===== config.mk =====
export PLATFORM = sky130hd
export DESIGN_NAME = id_ex_stage_flat
export DESIGN_NICKNAME = d
export VERILOG_FILES = /design/src/rtl/id_ex_stage_if.sv /design/src/rtl/id_ex_stage.sv /design/src/flat_wrapper.sv
export SDC_FILE = /design/constraint.sdc
export NUM_CORES = 1
export LEC_CHECK = 0
export ABC_CLOCK_PERIOD_IN_PS = 4850
export BUFFER_PORTS_ARGS = -buffer_cell sky130_fd_sc_hd__buf_2
export CORE_ASPECT_RATIO = 0.7
export CORE_MARGIN = 10
export CORE_UTILIZATION = 54
export CTS_BUF_LIST = sky130_fd_sc_hd__clkbuf_4 sky130_fd_sc_hd__clkbuf_8
export DETAILED_ROUTE_END_ITERATION = 10
export HOLD_SLACK_MARGIN = 0.02
export PLACE_DENSITY = 0.88
export SYNTH_ARGS = -nofsm -noshare
export SYNTH_HDL_FRONTEND = slang
export SYNTH_SLANG_ARGS = --single-unit

===== constraint.sdc =====
create_clock -name clk -period 4.85 [get_ports clk]
set_input_delay 0.97 -clock clk [delete_from_list [all_inputs] [get_ports clk]]
set_output_delay 0.97 -clock clk [all_outputs]
set_load 0.01 [all_outputs]

===== src/rtl/id_ex_stage_if.sv =====
// ID/EX stage bundle: decode-side inputs, registered EX outputs, front-end enables and counters.
// slave = the stage itself, master = whatever drives decode and observes EX.
interface id_ex_stage_if #(
   parameter int DATA_W = 16,
   parameter int REG_AW = 4,
   parameter int CNT_W  = 16
);
   logic              id_valid;
   logic [3:0]        id_opcode;
   logic [REG_AW-1:0] id_op1;
   logic [REG_AW-1:0] id_op2;
   logic [DATA_W-1:0] id_op1_data;
   logic [DATA_W-1:0] id_op2_data;
   logic [DATA_W-1:0] id_imm;
   logic [1:0]        ALUOp;
   logic [1:0]        RegSrc;
   logic              BrOrJmp, Branch, RegWrt, RegSwp, ALUSel0, ALUSel1;
   logic              ReadByte, LoadByte, WBSig, MEMSig;
   logic              br_taken;
   logic              mem_stall;

   logic [1:0]        ex_alu_op;
   logic [1:0]        ex_reg_src;
   logic              ex_reg_wrt, ex_reg_swp, ex_alu_sel0, ex_alu_sel1, ex_read_byte;
   logic              ex_load_byte, ex_mem_rd, ex_mem_wrt, ex_wb, ex_mem;
   logic              ex_valid;
   logic [REG_AW-1:0] ex_rd;
   logic [DATA_W-1:0] ex_op1_data;
   logic [DATA_W-1:0] ex_op2_data;
   logic [DATA_W-1:0] ex_imm;
   logic              pc_write, ifid_write, ifid_flush;
   logic [CNT_W-1:0]  stall_cnt;
   logic [CNT_W-1:0]  flush_cnt;

   modport slave (
      input  id_valid, id_opcode, id_op1, id_op2, id_op1_data, id_op2_data, id_imm,
             ALUOp, RegSrc, BrOrJmp, Branch, RegWrt, RegSwp, ALUSel0, ALUSel1,
             ReadByte, LoadByte, WBSig, MEMSig, br_taken, mem_stall,
      output ex_alu_op, ex_reg_src, ex_reg_wrt, ex_reg_swp, ex_alu_sel0, ex_alu_sel1,
             ex_read_byte, ex_load_byte, ex_mem_rd, ex_mem_wrt, ex_wb, ex_mem,
             ex_valid, ex_rd, ex_op1_data, ex_op2_data, ex_imm,
             pc_write, ifid_write, ifid_flush, stall_cnt, flush_cnt
   );

   modport master (
      output id_valid, id_opcode, id_op1, id_op2, id_op1_data, id_op2_data, id_imm,
             ALUOp, RegSrc, BrOrJmp, Branch, RegWrt, RegSwp, ALUSel0, ALUSel1,
             ReadByte, LoadByte, WBSig, MEMSig, br_taken, mem_stall,
      input  ex_alu_op, ex_reg_src, ex_reg_wrt, ex_reg_swp, ex_alu_sel0, ex_alu_sel1,
             ex_read_byte, ex_load_byte, ex_mem_rd, ex_mem_wrt, ex_wb, ex_mem,
             ex_valid, ex_rd, ex_op1_data, ex_op2_data, ex_imm,
             pc_write, ifid_write, ifid_flush, stall_cnt, flush_cnt
   );
endinterface


===== src/rtl/id_ex_stage.sv =====
// ID/EX register with load-use bubble insertion and branch/jump flush; 1-cycle latency ID->EX.
// mem_stall freezes the whole stage and the front end; load-use stalls the front end one cycle.
module id_ex_stage #(
   parameter int DATA_W = 16,
   parameter int REG_AW = 4,
   parameter int CNT_W  = 16
) (
   input logic           clk,
   input logic           rst_n,
   id_ex_stage_if.slave  bus
);
   typedef struct packed {
      logic              valid;
      logic [REG_AW-1:0] rd;
      logic [1:0]        alu_op;
      logic [1:0]        reg_src;
      logic              reg_wrt;
      logic              reg_swp;
      logic              alu_sel0;
      logic              alu_sel1;
      logic              read_byte;
      logic              load_byte;
      logic              mem_rd;
      logic              mem_wrt;
      logic              wb;
      logic              mem;
      logic [DATA_W-1:0] op1_data;
      logic [DATA_W-1:0] op2_data;
      logic [DATA_W-1:0] imm;
   } ex_t;

   ex_t              ex_q, ex_d, id_pkt;
   logic [CNT_W-1:0] stall_q, stall_d, flush_q, flush_d;
   logic             is_ld, is_st, is_alu, is_real;
   logic             luh, fl;
   logic             pc_write, ifid_write, ifid_flush;
   logic             unused_ok;

   assign unused_ok = ^{bus.RegWrt, bus.WBSig, bus.MEMSig};

   // Anything that is not a clean load/store/ALU op becomes an all-zero bubble,
   // which also scrubs don't-care bits coming out of decode.
   always_comb begin
      is_ld   = (bus.id_opcode == 4'b1010) || (bus.id_opcode == 4'b1100);
      is_st   = (bus.id_opcode == 4'b1011) || (bus.id_opcode == 4'b1101);
      is_alu  = (bus.id_opcode == 4'b1111) || (bus.id_opcode == 4'b1000) ||
                (bus.id_opcode == 4'b1001);
      is_real = bus.id_valid && (is_ld || is_st || is_alu);
      id_pkt  = '0;
      if (is_real) begin
         id_pkt.valid     = 1'b1;
         id_pkt.rd        = bus.id_op1;
         id_pkt.alu_op    = bus.ALUOp;
         id_pkt.reg_src   = bus.RegSrc;
         id_pkt.reg_wrt   = is_ld || is_alu;
         id_pkt.reg_swp   = bus.RegSwp;
         id_pkt.alu_sel0  = bus.ALUSel0;
         id_pkt.alu_sel1  = bus.ALUSel1;
         id_pkt.read_byte = bus.ReadByte;
         id_pkt.load_byte = bus.LoadByte;
         id_pkt.mem_rd    = is_ld;
         id_pkt.mem_wrt   = is_st;
         id_pkt.wb        = is_ld || is_alu;
         id_pkt.mem       = is_ld || is_st;
         id_pkt.op1_data  = bus.id_op1_data;
         id_pkt.op2_data  = bus.id_op2_data;
         id_pkt.imm       = bus.id_imm;
      end
   end

   assign luh = ex_q.valid && ex_q.mem_rd && bus.id_valid &&
                ((ex_q.rd == bus.id_op1) || (ex_q.rd == bus.id_op2));
   assign fl  = bus.id_valid && bus.Branch && (bus.BrOrJmp || bus.br_taken);

   always_comb begin
      ex_d       = ex_q;
      stall_d    = stall_q;
      flush_d    = flush_q;
      pc_write   = 1'b0;
      ifid_write = 1'b0;
      ifid_flush = 1'b0;
      if (bus.mem_stall) begin
         ex_d = ex_q;
      end else if (luh) begin
         // A flush coinciding with the stall is dropped; IF/ID still holds it next cycle.
         ex_d    = '0;
         stall_d = (stall_q == {CNT_W{1'b1}}) ? stall_q : stall_q + CNT_W'(1);
      end else begin
         ex_d       = id_pkt;
         pc_write   = 1'b1;
         ifid_write = 1'b1;
         if (fl) begin
            ifid_flush = 1'b1;
            flush_d    = (flush_q == {CNT_W{1'b1}}) ? flush_q : flush_q + CNT_W'(1);
         end
      end
   end

   always_ff @(posedge clk or negedge rst_n) begin
      if (!rst_n) begin
         ex_q    <= '0;
         stall_q <= '0;
         flush_q <= '0;
      end else begin
         ex_q    <= ex_d;
         stall_q <= stall_d;
         flush_q <= flush_d;
      end
   end

   assign bus.ex_valid     = ex_q.valid;
   assign bus.ex_rd        = ex_q.rd;
   assign bus.ex_alu_op    = ex_q.alu_op;
   assign bus.ex_reg_src   = ex_q.reg_src;
   assign bus.ex_reg_wrt   = ex_q.reg_wrt;
   assign bus.ex_reg_swp   = ex_q.reg_swp;
   assign bus.ex_alu_sel0  = ex_q.alu_sel0;
   assign bus.ex_alu_sel1  = ex_q.alu_sel1;
   assign bus.ex_read_byte = ex_q.read_byte;
   assign bus.ex_load_byte = ex_q.load_byte;
   assign bus.ex_mem_rd    = ex_q.mem_rd;
   assign bus.ex_mem_wrt   = ex_q.mem_wrt;
   assign bus.ex_wb        = ex_q.wb;
   assign bus.ex_mem       = ex_q.mem;
   assign bus.ex_op1_data  = ex_q.op1_data;
   assign bus.ex_op2_data  = ex_q.op2_data;
   assign bus.ex_imm       = ex_q.imm;
   assign bus.pc_write     = pc_write;
   assign bus.ifid_write   = ifid_write;
   assign bus.ifid_flush   = ifid_flush;
   assign bus.stall_cnt    = stall_q;
   assign bus.flush_cnt    = flush_q;
endmodule


===== src/flat_wrapper.sv =====
// flat-port wrapper written by rule: the top's interface ports become plain ports
module id_ex_stage_flat 
#(
   parameter int DATA_W = 16,
   parameter int REG_AW = 4,
   parameter int CNT_W  = 16
)
  (clk, rst_n, bus_id_valid, bus_id_opcode, bus_id_op1, bus_id_op2, bus_id_op1_data, bus_id_op2_data, bus_id_imm, bus_ALUOp, bus_RegSrc, bus_BrOrJmp, bus_Branch, bus_RegWrt, bus_RegSwp, bus_ALUSel0, bus_ALUSel1, bus_ReadByte, bus_LoadByte, bus_WBSig, bus_MEMSig, bus_br_taken, bus_mem_stall, bus_ex_alu_op, bus_ex_reg_src, bus_ex_reg_wrt, bus_ex_reg_swp, bus_ex_alu_sel0, bus_ex_alu_sel1, bus_ex_read_byte, bus_ex_load_byte, bus_ex_mem_rd, bus_ex_mem_wrt, bus_ex_wb, bus_ex_mem, bus_ex_valid, bus_ex_rd, bus_ex_op1_data, bus_ex_op2_data, bus_ex_imm, bus_pc_write, bus_ifid_write, bus_ifid_flush, bus_stall_cnt, bus_flush_cnt);
  id_ex_stage_if #(.DATA_W(DATA_W), .REG_AW(REG_AW), .CNT_W(CNT_W)) bus_i ();
  input logic clk;
  input logic rst_n;
  input wire logic [$bits(bus_i.id_valid)-1:0] bus_id_valid;
  input wire logic [$bits(bus_i.id_opcode)-1:0] bus_id_opcode;
  input wire logic [$bits(bus_i.id_op1)-1:0] bus_id_op1;
  input wire logic [$bits(bus_i.id_op2)-1:0] bus_id_op2;
  input wire logic [$bits(bus_i.id_op1_data)-1:0] bus_id_op1_data;
  input wire logic [$bits(bus_i.id_op2_data)-1:0] bus_id_op2_data;
  input wire logic [$bits(bus_i.id_imm)-1:0] bus_id_imm;
  input wire logic [$bits(bus_i.ALUOp)-1:0] bus_ALUOp;
  input wire logic [$bits(bus_i.RegSrc)-1:0] bus_RegSrc;
  input wire logic [$bits(bus_i.BrOrJmp)-1:0] bus_BrOrJmp;
  input wire logic [$bits(bus_i.Branch)-1:0] bus_Branch;
  input wire logic [$bits(bus_i.RegWrt)-1:0] bus_RegWrt;
  input wire logic [$bits(bus_i.RegSwp)-1:0] bus_RegSwp;
  input wire logic [$bits(bus_i.ALUSel0)-1:0] bus_ALUSel0;
  input wire logic [$bits(bus_i.ALUSel1)-1:0] bus_ALUSel1;
  input wire logic [$bits(bus_i.ReadByte)-1:0] bus_ReadByte;
  input wire logic [$bits(bus_i.LoadByte)-1:0] bus_LoadByte;
  input wire logic [$bits(bus_i.WBSig)-1:0] bus_WBSig;
  input wire logic [$bits(bus_i.MEMSig)-1:0] bus_MEMSig;
  input wire logic [$bits(bus_i.br_taken)-1:0] bus_br_taken;
  input wire logic [$bits(bus_i.mem_stall)-1:0] bus_mem_stall;
  output wire logic [$bits(bus_i.ex_alu_op)-1:0] bus_ex_alu_op;
  output wire logic [$bits(bus_i.ex_reg_src)-1:0] bus_ex_reg_src;
  output wire logic [$bits(bus_i.ex_reg_wrt)-1:0] bus_ex_reg_wrt;
  output wire logic [$bits(bus_i.ex_reg_swp)-1:0] bus_ex_reg_swp;
  output wire logic [$bits(bus_i.ex_alu_sel0)-1:0] bus_ex_alu_sel0;
  output wire logic [$bits(bus_i.ex_alu_sel1)-1:0] bus_ex_alu_sel1;
  output wire logic [$bits(bus_i.ex_read_byte)-1:0] bus_ex_read_byte;
  output wire logic [$bits(bus_i.ex_load_byte)-1:0] bus_ex_load_byte;
  output wire logic [$bits(bus_i.ex_mem_rd)-1:0] bus_ex_mem_rd;
  output wire logic [$bits(bus_i.ex_mem_wrt)-1:0] bus_ex_mem_wrt;
  output wire logic [$bits(bus_i.ex_wb)-1:0] bus_ex_wb;
  output wire logic [$bits(bus_i.ex_mem)-1:0] bus_ex_mem;
  output wire logic [$bits(bus_i.ex_valid)-1:0] bus_ex_valid;
  output wire logic [$bits(bus_i.ex_rd)-1:0] bus_ex_rd;
  output wire logic [$bits(bus_i.ex_op1_data)-1:0] bus_ex_op1_data;
  output wire logic [$bits(bus_i.ex_op2_data)-1:0] bus_ex_op2_data;
  output wire logic [$bits(bus_i.ex_imm)-1:0] bus_ex_imm;
  output wire logic [$bits(bus_i.pc_write)-1:0] bus_pc_write;
  output wire logic [$bits(bus_i.ifid_write)-1:0] bus_ifid_write;
  output wire logic [$bits(bus_i.ifid_flush)-1:0] bus_ifid_flush;
  output wire logic [$bits(bus_i.stall_cnt)-1:0] bus_stall_cnt;
  output wire logic [$bits(bus_i.flush_cnt)-1:0] bus_flush_cnt;
  assign bus_i.id_valid = bus_id_valid;
  assign bus_i.id_opcode = bus_id_opcode;
  assign bus_i.id_op1 = bus_id_op1;
  assign bus_i.id_op2 = bus_id_op2;
  assign bus_i.id_op1_data = bus_id_op1_data;
  assign bus_i.id_op2_data = bus_id_op2_data;
  assign bus_i.id_imm = bus_id_imm;
  assign bus_i.ALUOp = bus_ALUOp;
  assign bus_i.RegSrc = bus_RegSrc;
  assign bus_i.BrOrJmp = bus_BrOrJmp;
  assign bus_i.Branch = bus_Branch;
  assign bus_i.RegWrt = bus_RegWrt;
  assign bus_i.RegSwp = bus_RegSwp;
  assign bus_i.ALUSel0 = bus_ALUSel0;
  assign bus_i.ALUSel1 = bus_ALUSel1;
  assign bus_i.ReadByte = bus_ReadByte;
  assign bus_i.LoadByte = bus_LoadByte;
  assign bus_i.WBSig = bus_WBSig;
  assign bus_i.MEMSig = bus_MEMSig;
  assign bus_i.br_taken = bus_br_taken;
  assign bus_i.mem_stall = bus_mem_stall;
  assign bus_ex_alu_op = bus_i.ex_alu_op;
  assign bus_ex_reg_src = bus_i.ex_reg_src;
  assign bus_ex_reg_wrt = bus_i.ex_reg_wrt;
  assign bus_ex_reg_swp = bus_i.ex_reg_swp;
  assign bus_ex_alu_sel0 = bus_i.ex_alu_sel0;
  assign bus_ex_alu_sel1 = bus_i.ex_alu_sel1;
  assign bus_ex_read_byte = bus_i.ex_read_byte;
  assign bus_ex_load_byte = bus_i.ex_load_byte;
  assign bus_ex_mem_rd = bus_i.ex_mem_rd;
  assign bus_ex_mem_wrt = bus_i.ex_mem_wrt;
  assign bus_ex_wb = bus_i.ex_wb;
  assign bus_ex_mem = bus_i.ex_mem;
  assign bus_ex_valid = bus_i.ex_valid;
  assign bus_ex_rd = bus_i.ex_rd;
  assign bus_ex_op1_data = bus_i.ex_op1_data;
  assign bus_ex_op2_data = bus_i.ex_op2_data;
  assign bus_ex_imm = bus_i.ex_imm;
  assign bus_pc_write = bus_i.pc_write;
  assign bus_ifid_write = bus_i.ifid_write;
  assign bus_ifid_flush = bus_i.ifid_flush;
  assign bus_stall_cnt = bus_i.stall_cnt;
  assign bus_flush_cnt = bus_i.flush_cnt;
  id_ex_stage #(.DATA_W(DATA_W), .REG_AW(REG_AW), .CNT_W(CNT_W)) u_core (.clk(clk), .rst_n(rst_n), .bus(bus_i));
endmodule

==> flow_summary.toml <==
[clocking]
cts_setup_buffers = 0
cts-root-buf = "clkbuf_8"
cts_resized = 0
cts_hold_buf = 0
htree_levels = 3
clk_latency_ns = 0.35
clkSinkCount = 98
clk_path_buf_depth = 2
cts_tree = "built"
path_clk_slew_ns = 0.08
cts_buffers = 9

[floorplan]
die_area_um2 = 12500
fp-row-count = 27
start_util_pct = 56.5
io_pins = 181
die_x_um = 130
core_area_um2 = 8040
dieHeight_um = 96.7

[sta]
skew_ns = 0.0110
fmax_ghz = 0.276
finalSetupViolations = 0
hold_viol_final = 0
slew_headroom_pct = 27.3
grt_setup_unrepaired = "false"
slew_violations = 0
fin_crit_sh_pct = 74.8
worst_pin_slew_ns = 1.09
period_needed_ns = 3.63
tns_ns = 0

[synthesis]
ys.flop_type = "dfrtp_1"
synth_nets = 552
ys_ff_latch = 98
ys_warn_count = 0
async_flop_share_pct = 100
syn_area_per_cell_um2 = 9.64
synth_cell_type_count = 31
synth_seq_area_share_pct = 54.0
synth-edff-count = 0
syn_inst = 471
syn_area_um2 = 4540

[worst_setup_path]
worst-endpoint-arrival_ns = 2.66
required_ns = 3.88
path_class = "input pin to primary output"
crit_path_max_fanout = 24
cp-start-kind = "input pin"
worstSetupEndpointType = "primary output"

[detailed_routing]
wl_met3_mm = 1.32
met2_length_mm = 6.32
via_per_inst = 5.75
routed.top_layer = "met4"
drc = 0
wl_mm = 13.3
ant_nets = 0
met1Wirelength_mm = 5.46
dr.pass1.iters = 5
wire_per_inst_um = 18.2
vias = 4199
drt_iter0_drc = 382

[outcome]
status = "finished clean"

[power_and_ir_drop]
ir_drop_v = 0.000236
p_per_area_nw_per_um2 = 293
p_leak_nw = 2.88
power.total_mw = 1.65

[job]
maxCapViolations = 0

[finish]
n_antenna_cell = 0
area_growth_pct = 24.2
utilization_pct = 70.2
layout-drive-gt1-share_pct = 33.2
n_fill_cell = 622
fin_nets = 705
finalNonFillerCells = 730
fin_area_um2 = 5640
layout_common_cells = "buf_2 (175), dfrtp_1 (98), nand2_1 (78)"
final_common_cell = "buf_2"

[global_routing]
grt_max_degree = 133
grt_use_total_pct = 20.5
first_global_vias = 4176
grt_overflow = 0
grt_pass1_wl_mm = 21.2
antenna_found_initial = 0

[placement]
gp_congestion = 0.817
dp_hpwl_mm = 9.67
placed_cell_area_um2 = 5450
dp_cells = 714
portBuffers = 177

[min_path]
holdCritPathClass = "register to register"
## worst max-delay path, stage by stage
cell,delay [ns]
buf_2,0.11
xor2_1,0.15
nor4_1,0.50
o2111ai_4,0.45
and2_1,0.33
buf_2,0.14
## stage by stage
step | hold slack (ns) | setup slack (ns)
3_3_place_gp | 0.462 | 1.28
3_5_place_dp | 0.469 | 1.21
6_report | 0.489 | 1.22
5_1_grt | 0.510 | 1.10
2_1_floorplan | 0.515 | 1.55
4_1_cts | 0.491 | 1.21
## metal layers
metal,global-route usage (%),vias up
met1,25.3,2011
met4,5.39,0
met2,32.8,193
met5,0,-
li1,-,1976
met3,7.94,19
## synth_stat cells, types with 2 or more instances
library cell | count | share of area [%]
buf_4 | 4 | 0.66
nand3_1 | 17 | 1.9
inv_1 | 7 | 0.58
mux2_2 | 3 | 0.74
nor4_1 | 3 | 0.41
clkbuf_1 | 26 | 2.1
and3_1 | 6 | 0.83
nor2_1 | 10 | 0.83
nor4_2 | 5 | 1.4
a21oi_1 | 2 | 0.22
o31ai_1 | 2 | 0.33
nand2_1 | 78 | 6.4
xnor2_1 | 16 | 3.1
ha_1 | 2 | 0.55
dfrtp_1 | 98 | 54
o21ai_0 | 63 | 6.9
xor2_1 | 23 | 4.4
buf_1 | 3 | 0.25
nand4_1 | 72 | 9.9
buf_2 | 8 | 0.88
nor4b_1 | 2 | 0.39
nor3_1 | 12 | 1.3
## kinds of logic after synthesis
kind of cell	count (synthesis)	synth area share, %
compound gates	73	8.73
mux	3	0.744
flops	98	54.0
simple gates	208	23.9
fa+ha+maj	2	0.551
buf+inv	48	4.52
xor+xnor	39	7.52
## final timing paths
| path | endpoint | depth (start not counted) | startpoint | slack [ns] |
|---|---|---|---|---|
| min | u_core.bus.ex_op2_data[6] | 2 | u_core.bus.ex_op2_data[6] | 0.49 |
| max in group asynchronous | u_core.bus.ex_alu_op[0] | 2 | rst_n | 3.18 |
| max reg2reg | u_core.bus.stall_cnt[15] | 6 | u_core.bus.ex_rd[1] | 1.97 |
| min in group asynchronous | u_core.bus.flush_cnt[13] | 1 | rst_n | 0.66 |
| max | bus_pc_write | 6 | bus_id_op1[1] | 1.22 |
| min reg2reg | u_core.bus.ex_op2_data[6] | 2 | u_core.bus.ex_op2_data[6] | 0.49 |
## sequential cells by signal (all words and copies together), names as in the netlist, 2 cells and up
signal                  flops
u_core.bus.ex_reg_src       2
u_core.bus.ex_op2_data     16
u_core.bus.flush_cnt       16
u_core.bus.ex_rd            4
u_core.bus.ex_op1_data     16
u_core.bus.ex_imm          16
u_core.bus.stall_cnt       16
u_core.bus.ex_alu_op        2
## where the power goes
group          internal (mW)  leakage [nW]  switching [mW]
clock network          0.227        0.0944           0.273
logic                 0.0987          1.46           0.148
registers              0.863          1.33          0.0418
total                   1.19          2.88           0.463
## cell type report
class / count / area (um^2) / area share (%)
clock buffers: 12 / 165 / 2.93
flip-flops and latches: 98 / 2450 / 43.5
clock inverters: 4 / 25.0 / 0.444
repair buffers: 183 / 936 / 16.6
inverters: 7 / 26.3 / 0.466
multi-input cells: 325 / 1910 / 33.9
well taps: 101 / 126 / 2.24
(Power assumes the default switching activity.)
